===== config.mk =====
export PLATFORM = sky130hd
export DESIGN_NAME = prog_loader
export DESIGN_NICKNAME = d
export VERILOG_FILES = /design/src/rtl/prog_loader.sv
export SDC_FILE = /design/constraint.sdc
export NUM_CORES = 1
export LEC_CHECK = 0
export BUFFER_PORTS_ARGS = -buffer_cell sky130_fd_sc_hd__buf_2
export CAP_MARGIN = 10
export CORE_MARGIN = 3
export CORE_UTILIZATION = 41
export CTS_BUF_LIST = sky130_fd_sc_hd__clkbuf_8
export CTS_CLUSTER_SIZE = 20
export DETAILED_ROUTE_END_ITERATION = 6
export PLACE_DENSITY = 0.76
export REMOVE_ABC_BUFFERS = 1
export SLEW_MARGIN = 40
export SYNTH_ARGS = -nofsm -noshare
export SYNTH_HDL_FRONTEND = slang
export SYNTH_SLANG_ARGS = --single-unit

===== constraint.sdc =====
create_clock -name Clk -period 1.7 [get_ports Clk]
set_input_delay 0.085 -clock Clk [delete_from_list [all_inputs] [get_ports Clk]]
set_output_delay 0.085 -clock Clk [all_outputs]
set_load 0.01 [all_outputs]

===== src/rtl/prog_loader.sv =====
// Streams 32-bit instruction words into instruction memory, then releases the core.
// Holds the core in reset until a complete, terminated program has been written.
module prog_loader #(
    parameter int unsigned DEPTH     = 256,
    parameter logic [63:0] BASE_ADDR = 64'h0
) (
    input  logic        Clk,
    input  logic        En,
    input  logic        start,
    input  logic        s_valid,
    input  logic [31:0] s_data,
    input  logic        s_last,
    output logic        s_ready,
    output logic        imem_we,
    output logic [63:0] imem_addr,
    output logic [63:0] imem_wdata,
    output logic        cpu_run,
    output logic        done,
    output logic        err,
    output logic [15:0] count
);

    typedef enum logic [1:0] {
        IDLE,
        LOAD,
        DONE,
        ERR
    } state_t;

    localparam logic [15:0] LAST_SLOT = 16'(DEPTH - 1);

    state_t state;
    logic   xfer;

    assign xfer = s_valid && s_ready;

    // NOTE: every register here is assigned with <= so all of them update
    // together from pre-edge values; reset is sampled on the edge, not async.
    always_ff @(posedge Clk) begin
        if (!En) begin
            state      <= IDLE;
            count      <= 16'd0;
            imem_we    <= 1'b0;
            imem_addr  <= BASE_ADDR;
            imem_wdata <= 64'h0;
            s_ready    <= 1'b0;
            cpu_run    <= 1'b0;
            done       <= 1'b0;
            err        <= 1'b0;
        end else begin
            imem_we <= 1'b0;
            case (state)
                IDLE, ERR: begin
                    if (start) begin
                        state   <= LOAD;
                        count   <= 16'd0;
                        s_ready <= 1'b1;
                        err     <= 1'b0;
                    end
                end
                LOAD: begin
                    if (xfer) begin
                        // The write is issued from registers, one cycle after the handshake.
                        imem_we    <= 1'b1;
                        imem_addr  <= BASE_ADDR + {46'h0, count, 2'b00};
                        imem_wdata <= {32'h0, s_data};
                        count      <= count + 16'd1;
                        if (s_last) begin
                            state   <= DONE;
                            s_ready <= 1'b0;
                            done    <= 1'b1;
                            cpu_run <= 1'b1;
                        end else if (count == LAST_SLOT) begin
                            state   <= ERR;
                            s_ready <= 1'b0;
                            err     <= 1'b1;
                        end
                    end
                end
                DONE: begin
                    // Terminal until reset; start is deliberately ignored.
                end
                default: begin
                    state <= IDLE;
                end
            endcase
        end
    end

endmodule


==> impl_metrics.tcl, run 1 <==
set metrics [dict create \
    insertion_delay_ns 0.34 \
    r2r_start "state[1]" \
    area.growth.synth_to_final_pct 37.6 \
    maxSlewViolCount 0 \
    leakagePower_nw 2.08 \
    period_minus_slack_ns 1.72 \
    wire_per_inst_um 13.1 \
    timing.reg2reg.setup_slack_ns -0.02 \
    worstMarginPinSlew_ns 0.559 \
    avgSynthCellArea_sq_um 8.07 \
    yosys_warnings 0 \
    dp.cells 639 \
    critical_path.endpoint_type "flop" \
    dieArea_sq_mm 0.00929 \
    max_slew_margin_pct 62.7 \
    synth_fa_ha_area_share_pct 0.747 \
    cp-endpoint "count[11]" \
    drive_gt1_share_pct 32.7 \
    dp_slack_ns -0.130 \
    antenna_found_initial 0 \
    firstDrtPassIters 4 \
    h-tree-depth 3 \
    synth.distinct_cells 40 \
    cts_root_buf "clkbuf_8" \
    pwr-share-clk_pct 28.4 \
    whs_ns 0.00783 \
    placed_cell_area_sq_mm 0.00389 \
    viasPerCell 4.63 \
    die_w_um 96.4 \
    synth_compound_area_share_pct 14.6 \
    grt_max_degree 53 \
    max_freq_ghz 0.583 \
    drt_wl_total_um 9090 \
    drtAntennaViolNets 0 \
    antenna_cells 0 \
    grt_overflow 0 \
    nFillCells 687 \
    drc_errors 0 \
    required_ns 1.97 \
    synthMuxAreaShare_pct 0 \
    irDropWorstVdd_v 0.000403 \
    first_iter_violations 115 \
    netlist_instances 415 \
    grt_util_all_layers_pct 18.4 \
    status "complete, but fails checks" \
    fp.dieH_um 96.4 \
    cts_tree "done" \
    grt-busiest-layer "met2" \
    swShare_pct 32.4 \
    crit_start "state[1]" \
    synth-seq-cells 70 \
    finalNonFillerCells 692 \
    met3_usage_pct 4.38 \
    r2r_cells 6 \
    cp-start-kind "flop" \
    synthSimpleGateAreaFrac_pct 19.6 \
    synth_area_sq_mm 0.00335 \
    nets 624 \
    skew_ns 0.00647 \
    cts_max_path_buffers 2 \
    internal_power_mw 3.02 \
    setup.worst_path.class "reg -> reg" \
    gp_congestion 0.840 \
    report.final.hold_viol_count 0 \
    final_cell_area_sq_mm 0.00461 \
    power.density_mw_per_mm2 970 \
    cts.reportedPaths.clkPinSlew_ns 0.07 \
    setup_ws_ns -0.0166 \
    mostFrequentLayoutCells "buf_2, nand2_1, conb_1" \
    rsz0062_at_grt "true" \
    port_buffers 105 \
    comb_power_share_pct 31.7 \
    synthXorXnorAreaFrac_pct 1.83 \
    grt_pass1_vias 2824 \
    dpl.hpwl_um 5950 \
    timing.final.crit_share_pct 101 \
    clock_sinks 70 \
    hold_class "in -> reg" \
    start_util_pct 42.9 \
    tns_ns -0.0191 \
    setup_viol 2 \
    io_pins 186 \
    r2r-end "count[11]" \
    numCtsBuffers 9 \
    synth_top_family_by_area "buffers and inverters" \
    synth_seq_area_share_pct 41.9 \
    rows 32 \
    grt_pass1_wl_um 13300 \
    violations "setup timing" \
    share_seq_of_total_power_pct 40.0 \
    use_met2_pct 32.4 \
    crit_path_max_fanout 6 \
    use_met1_pct 21.8 \
    core_sq_mm 0.00781 \
    timing.max_cap.violations 0 \
    total_switching_power_mw 1.45 \
    num_vias 3204 \
    arrival_ns 1.98 \
    layout_commonest_cell "buf_2" \
]
-- how the worst min path moves through the flow --
stage	start	cells past startpoint	to	slack [ns]
after detailed placement	s_data[15]	3	imem_wdata[15]	0.33
final	s_last	3	done	0.008
after global placement	s_data[0]	3	imem_wdata[0]	0.32
after global routing	s_last	3	done	0.005
after CTS	s_last	3	done	0.003
after floorplan	s_data[0]	2	imem_wdata[0]	0.22
-- registers in the layout, indices dropped and copies added (netlist names) --
| register | count |
|---|---|
| imem_we | 1 |
| s_ready | 1 |
| imem_wdata | 32 |
| imem_addr | 16 |
| done | 1 |
| err | 1 |
| state | 2 |
| count | 16 |
-- synthesized netlist by cell type --
master | number | area share [%]
a2111oi_0 | 2 | 0.52
a211oi_1 | 1 | 0.22
a21oi_1 | 65 | 9.7
and2b_2 | 1 | 0.26
and3_1 | 2 | 0.37
and4_1 | 2 | 0.52
buf_1 | 1 | 0.11
buf_2 | 5 | 0.75
buf_4 | 82 | 18
buf_6 | 1 | 0.34
clkbuf_1 | 11 | 1.2
clkinv_1 | 1 | 0.11
conb_1 | 1 | 0.11
dfxtp_1 | 70 | 42
ha_1 | 2 | 0.75
inv_1 | 3 | 0.34
nand2_1 | 104 | 12
nand2b_1 | 3 | 0.56
nand3_1 | 5 | 0.75
nand3_2 | 1 | 0.30
nand3b_1 | 1 | 0.22
nand4_1 | 2 | 0.37
nor2_1 | 12 | 1.3
nor2b_1 | 1 | 0.19
nor4_2 | 1 | 0.37
o2111ai_1 | 1 | 0.26
o211ai_1 | 1 | 0.22
o211ai_4 | 1 | 0.64
o21ai_0 | 2 | 0.30
o21ai_1 | 1 | 0.15
o21ai_2 | 1 | 0.26
o21ai_4 | 1 | 0.49
o2bb2ai_1 | 1 | 0.26
o31ai_1 | 7 | 1.6
or2_0 | 1 | 0.19
or3_1 | 1 | 0.19
or3b_2 | 1 | 0.26
or4_1 | 9 | 2.0
xnor2_1 | 4 | 1.0
xor2_1 | 3 | 0.78
-- worst max-delay path: stages (launching register included) --
cell	delay [ns]
dfxtp_2	0.32
inv_2	0.04
ha_4	0.29
and2b_2	0.22
o211ai_4	0.12
or4_1	0.52
a21oi_1	0.13
-- logic make-up after synthesis --
logic type | Yosys count
xor+xnor | 7
other cells | 1
compound gates | 84
buf+inv | 104
flops | 70
fa+ha+maj | 2
simple gates | 147
-- layer usage --
metal | wire length [um] | up-vias
met2 | 4570 | 152
met4 | 99 | 0
met5 | 0 | -
met1 | 3650 | 1485
met3 | 764 | 9
li1 | - | 1558
-- cell type report --
class                   instances  area (sq um)  area share, %
well taps                     102           128           2.77
flip-flops and latches         70          1410           30.5
inverters                       4          15.0          0.326
multi-input cells             320          1660           36.0
clock buffers                   9           124           2.69
repair buffers                180          1220           26.4
clock inverters                 7          57.6           1.25
-- metrics by stage --
| step | utilization (%) | total power, mW |
|---|---|---|
| after floorplan | - | 2.40 |
| after global placement | 49.9 | 2.88 |
| after detailed placement | 49.9 | 2.91 |
| after CTS | 56.7 | 4.31 |
| after global routing | 59.0 | 4.71 |
| final | 59.0 | 4.47 |
-- timing repair --
item / CTS / global route
endpoints found under the hold margin: 32 / 0
gates cloned: 0 / 1
setup endpoints to repair: 36 / 32
gates resized for setup: 7 / 33
pin swaps: 6 / 13
buffers inserted: 1 / 3
hold buffers: 32 / 0
-- power by group through the flow --
stage / sequential, mW / combinational (mW) / clock, mW
4_1_cts: 1.78 / 1.23 / 1.31
5_1_grt: 1.80 / 1.54 / 1.36
3_5_place_dp: 1.81 / 1.10 / 0
3_3_place_gp: 1.81 / 1.07 / 0
2_1_floorplan: 1.86 / 0.543 / 0
6_report: 1.79 / 1.42 / 1.27
Power figures use the tool's default switching activity.
==> run 2, diff against run 1 <==
CORE_UTILIZATION = 46   (was 41)
PLACE_DENSITY = 0.81   (was 0.76)
clock period = 1.67 ns   (was 1.7 ns; I/O delays follow)
==> impl_metrics.tcl, run 2 (same netlist as run 1, synthesis figures left out) <==
set metrics [dict create \
    drc_errors 0 \
    maxSlewViolCount 0 \
    min_to "state[0]" \
    internal_power_mw 3.30 \
    viasPerCell 4.70 \
    grt_pass1_vias 2939 \
    fp.dieH_um 91.3 \
    r2r-end "count[9]" \
    timing.max_cap.violations 0 \
    tns_ns -0.0828 \
    rsz0062_at_grt "true" \
    grt_overflow 0 \
    grt_max_degree 52 \
    final_cell_area_sq_mm 0.00464 \
    hold_path_depth 3 \
    area.growth.synth_to_final_pct 38.6 \
    cts_root_buf "clkbuf_8" \
    hold_class "in -> reg" \
    start_util_pct 48.5 \
    grt_pass1_wl_um 13800 \
    r2r_start "state[1]" \
    layout_commonest_cell "buf_2" \
    crit_chain "inv_2, ha_4, and2b_2, o211ai_4, or4_1, a21oi_1" \
    share_seq_of_total_power_pct 37.9 \
    worst_hold_startpoint "En" \
    num_vias 3233 \
    crit_path_max_fanout 7 \
    io_pins 186 \
    first_iter_violations 89 \
    swShare_pct 31.4 \
    status "complete, but fails checks" \
    dieArea_sq_mm 0.00834 \
    max_freq_ghz 0.588 \
    drive_gt1_share_pct 32.7 \
    cp_num_buf_inv 1 \
    h-tree-depth 3 \
    leakagePower_nw 2.08 \
    cts.reportedPaths.clkPinSlew_ns 0.08 \
    report.final.hold_viol_count 0 \
    grt_util_all_layers_pct 20.1 \
    cpPeakStageDelay_ns 0.53 \
    critical_path.endpoint_type "flop" \
    skew_ns 0.00997 \
    required_ns 1.94 \
    setup.worst_path.class "reg -> reg" \
    rows 30 \
    arrival_ns 1.97 \
    wire_per_inst_um 13.4 \
    nets 624 \
    fin_util_pct 67.2 \
    insertion_delay_ns 0.34 \
    core_sq_mm 0.00691 \
    dpl.hpwl_um 5880 \
    placed_cell_area_sq_mm 0.00390 \
    whs_ns 0.0227 \
    drt_wl_total_um 9200 \
    cp-start-kind "flop" \
    timing.reg2reg.setup_slack_ns -0.03 \
    r2r_cells 6 \
    mostFrequentLayoutCells "buf_2, nand2_1, conb_1" \
    port_buffers 105 \
    irDropWorstVdd_v 0.000535 \
    period_minus_slack_ns 1.70 \
    antenna_found_initial 0 \
    dp_slack_ns -0.139 \
    comb_power_share_pct 29.7 \
    setup_ws_ns -0.0308 \
    setup_viol 4 \
    largest_register "imem_wdata" \
    violations "setup timing" \
    numCtsBuffers 9 \
    drtAntennaViolNets 0 \
    total_switching_power_mw 1.51 \
    firstDrtPassIters 4 \
    gp_congestion 0.876 \
    cts_max_path_buffers 2 \
    clock_sinks 70 \
    reg_top3 "imem_wdata x32, count x16, imem_addr x16" \
    largest_reg_flops 32 \
    cp_slowest_cell "or4_1" \
    die_w_um 91.3 \
    timing.final.crit_share_pct 102 \
    pwr-share-clk_pct 32.4 \
    power.density_mw_per_mm2 1040 \
    crit_family "simple AND/OR/NAND/NOR gates" \
    cts_tree "done" \
]
==> run 2: cell types whose count changed in the layout (fill, tap and decap cells not counted), moves of 2 or more <==
cell and delta:
diode_2 +2, clkinv_2 -4, clkinvlp_4 +2, o31ai_1 +3
o31ai_2 -2, buf_6 -2, inv_1 -2
==> run 2: cell type report <==
| class | count | area, sq um |
|---|---|---|
| repair buffers | 180 | 1220 |
| clock inverters | 6 | 92.6 |
| clock buffers | 10 | 138 |
| well taps | 96 | 120 |
| inverters | 4 | 15.0 |
| multi-input cells | 320 | 1640 |
| diodes | 2 | 5.00 |
| fillers | 571 | 2270 |
| flip-flops and latches | 70 | 1410 |
==> run 2: worst max-delay path by stage <==
stage,slack [ns],endpoint,cells past startpoint,from
final,-0.03,count[9],6,state[1]
after global routing,-0.1,count[3],8,state[1]
after CTS,-0.03,count[11],6,state[1]
after detailed placement,-0.14,count[15],6,state[1]
after global placement,-0.08,count[11],6,state[1]
after floorplan,-1.02,count[13],5,state[0]
==> run 2: power groups by stage <==
stage | Clock [mW] | Combinational, mW | Sequential (mW)
finish | 1.56 | 1.43 | 1.82
global route | 1.67 | 1.54 | 1.84
CTS | 1.59 | 1.29 | 1.81
detailed placement | 0 | 1.11 | 1.84
global placement | 0 | 1.08 | 1.84
floorplan | 0 | 0.553 | 1.89
==> run 2: tightest hold or removal path, stage by stage <==
cell     delay (ns)
buf_2          0.13
o21ai_0        0.07
a21oi_1        0.04
==> run 2: through the flow <==
stage	power, mW	cells
global route	5.05	686
global placement	2.92	632
floorplan	2.44	394
finish	4.81	688
CTS	4.68	684
detailed placement	2.95	632
==> run 2: timing repair <==
action / in CTS / in global routing
setup buffers: 4 / 1
pin swaps: 8 / 11
setup endpoints to repair: 17 / 19
hold endpoints to repair: 32 / 0
hold buffers: 32 / 0
gates cloned: 0 / 1
gates resized for setup: 8 / 23
==> run 2: per-layer routing <==
layer / wire length (um) / global-route usage, %
met2: 4880 / 35.4
met5: 0 / 0
met4: 215 / 8.92
met3: 553 / 3.81
met1: 3550 / 23.6
==> run 3, diff against run 2 <==
BUFFER_PORTS_ARGS = -buffer_cell sky130_fd_sc_hd__buf_4   (was -buffer_cell sky130_fd_sc_hd__buf_2)
==> impl_metrics.tcl, run 3 (same netlist as run 1, synthesis figures left out) <==
set metrics [dict create \
    status "complete, but fails checks" \
    violations "setup timing" \
    drc_errors 0 \
    insertion_delay_ns 0.33 \
    grt_max_degree 41 \
    cts.reportedPaths.clkPinSlew_ns 0.07 \
    critical_path.endpoint_type "flop" \
    dp.cells 635 \
    largest_register "imem_wdata" \
    grt_pass1_vias 2981 \
    grt_pass1_wl_um 14100 \
    setup_viol 3 \
    r2r_cells 6 \
    whs_ns 0.00741 \
    crit_start "state[1]" \
    cts_root_buf "clkbuf_8" \
    rsz0062_at_grt "true" \
    crit_path_max_fanout 7 \
    gp_congestion 0.833 \
    irDropWorstVdd_v 0.000507 \
    die_w_um 91.3 \
    period_minus_slack_ns 1.70 \
    timing.max_cap.violations 0 \
    area.growth.synth_to_final_pct 44.8 \
    viasPerCell 4.72 \
    setup.worst_path.class "reg -> reg" \
    power.density_mw_per_mm2 976 \
    dpl.hpwl_um 6060 \
    layout_commonest_cell "buf_4" \
    fin_util_pct 70.2 \
    firstDrtPassIters 4 \
    cp-start-kind "flop" \
    rows 30 \
    cts_max_path_buffers 2 \
    mostFrequentLayoutCells "buf_4, nand2_1, conb_1" \
    antenna_found_initial 0 \
    dp_slack_ns -0.122 \
    r2r_start "state[1]" \
    timing.final.crit_share_pct 102 \
    arrival_ns 1.98 \
    grt_util_all_layers_pct 20.7 \
    h-tree-depth 3 \
    grt_overflow 0 \
    hold_class "in -> reg" \
    num_vias 3243 \
    total_power_mw 4.73 \
    antenna_cells 0 \
    clock_sinks 70 \
    timing.reg2reg.setup_slack_ns -0.03 \
    cp-endpoint "count[11]" \
    numCtsBuffers 9 \
    report.final.hold_viol_count 0 \
    nets 625 \
    required_ns 1.94 \
    largest_reg_flops 32 \
    setup_ws_ns -0.0335 \
    core_sq_mm 0.00691 \
    wire_per_inst_um 13.5 \
    leakagePower_nw 2.11 \
    first_iter_violations 101 \
    fp.dieH_um 91.3 \
    finalNonFillerCells 687 \
    tns_ns -0.0641 \
    skew_ns 0.00598 \
    reg_top3 "imem_wdata x32, count x16, imem_addr x16" \
    maxSlewViolCount 0 \
    drt_wl_total_um 9260 \
    placed_cell_area_sq_mm 0.00416 \
    drtAntennaViolNets 0 \
    drive_gt1_share_pct 33.7 \
    hold_path_depth 3 \
    port_buffers 105 \
    start_util_pct 48.5 \
    dieArea_sq_mm 0.00834 \
    max_freq_ghz 0.587 \
    r2r-end "count[11]" \
    io_pins 186 \
    cts_tree "done" \
    final_cell_area_sq_mm 0.00485 \
]
## run 3: layer usage
layer | vias to the layer above | GRT usage, % | share of wire (%)
met3 | 37 | 5.47 | 7.0
met2 | 153 | 35.6 | 51
met5 | - | 0 | 0
met4 | 0 | 10.9 | 4.0
li1 | 1559 | - | -
met1 | 1494 | 23.3 | 38
## run 3: worst min path at each step
stage                     startpoint              to
after floorplan            s_data[0]   imem_wdata[0]
after global placement    s_data[31]  imem_wdata[31]
after detailed placement  s_data[11]  imem_wdata[11]
after CTS                 s_data[31]  imem_wdata[31]
after global routing      s_data[16]  imem_wdata[16]
final                     s_data[31]  imem_wdata[31]
## run 3: repair_timing
| action | CTS | global route |
|---|---|---|
| pin swaps | 7 | 12 |
| setup buffers | 4 | 3 |
| hold buffers | 29 | 0 |
| endpoints found under the setup margin | 55 | 40 |
| endpoints found under the hold margin | 29 | 0 |
| resized for setup | 9 | 28 |
## run 3: report_power, final
part	total [mW]	switching, mW	leakage [nW]	internal (mW)
registers	1.84	0.0720	0.566	1.77
logic	1.53	0.804	1.43	0.725
clock network	1.37	0.609	0.108	0.759
## run 3: layout make-up
class / instances / area, sq um
fill: 518 / 2060
multi-input combinational: 320 / 1650
timing repair buffer: 181 / 1460
sequential: 70 / 1400
clock buffer: 11 / 151
tap: 96 / 120
clock inverter: 5 / 50.0
inverter: 4 / 15.0
## run 3: critical path: stages, from the launching register on
cell,delay (ns)
dfxtp_2,0.33
inv_2,0.05
ha_4,0.27
and2b_2,0.21
o211ai_4,0.12
or4_4,0.53
a21oi_2,0.13
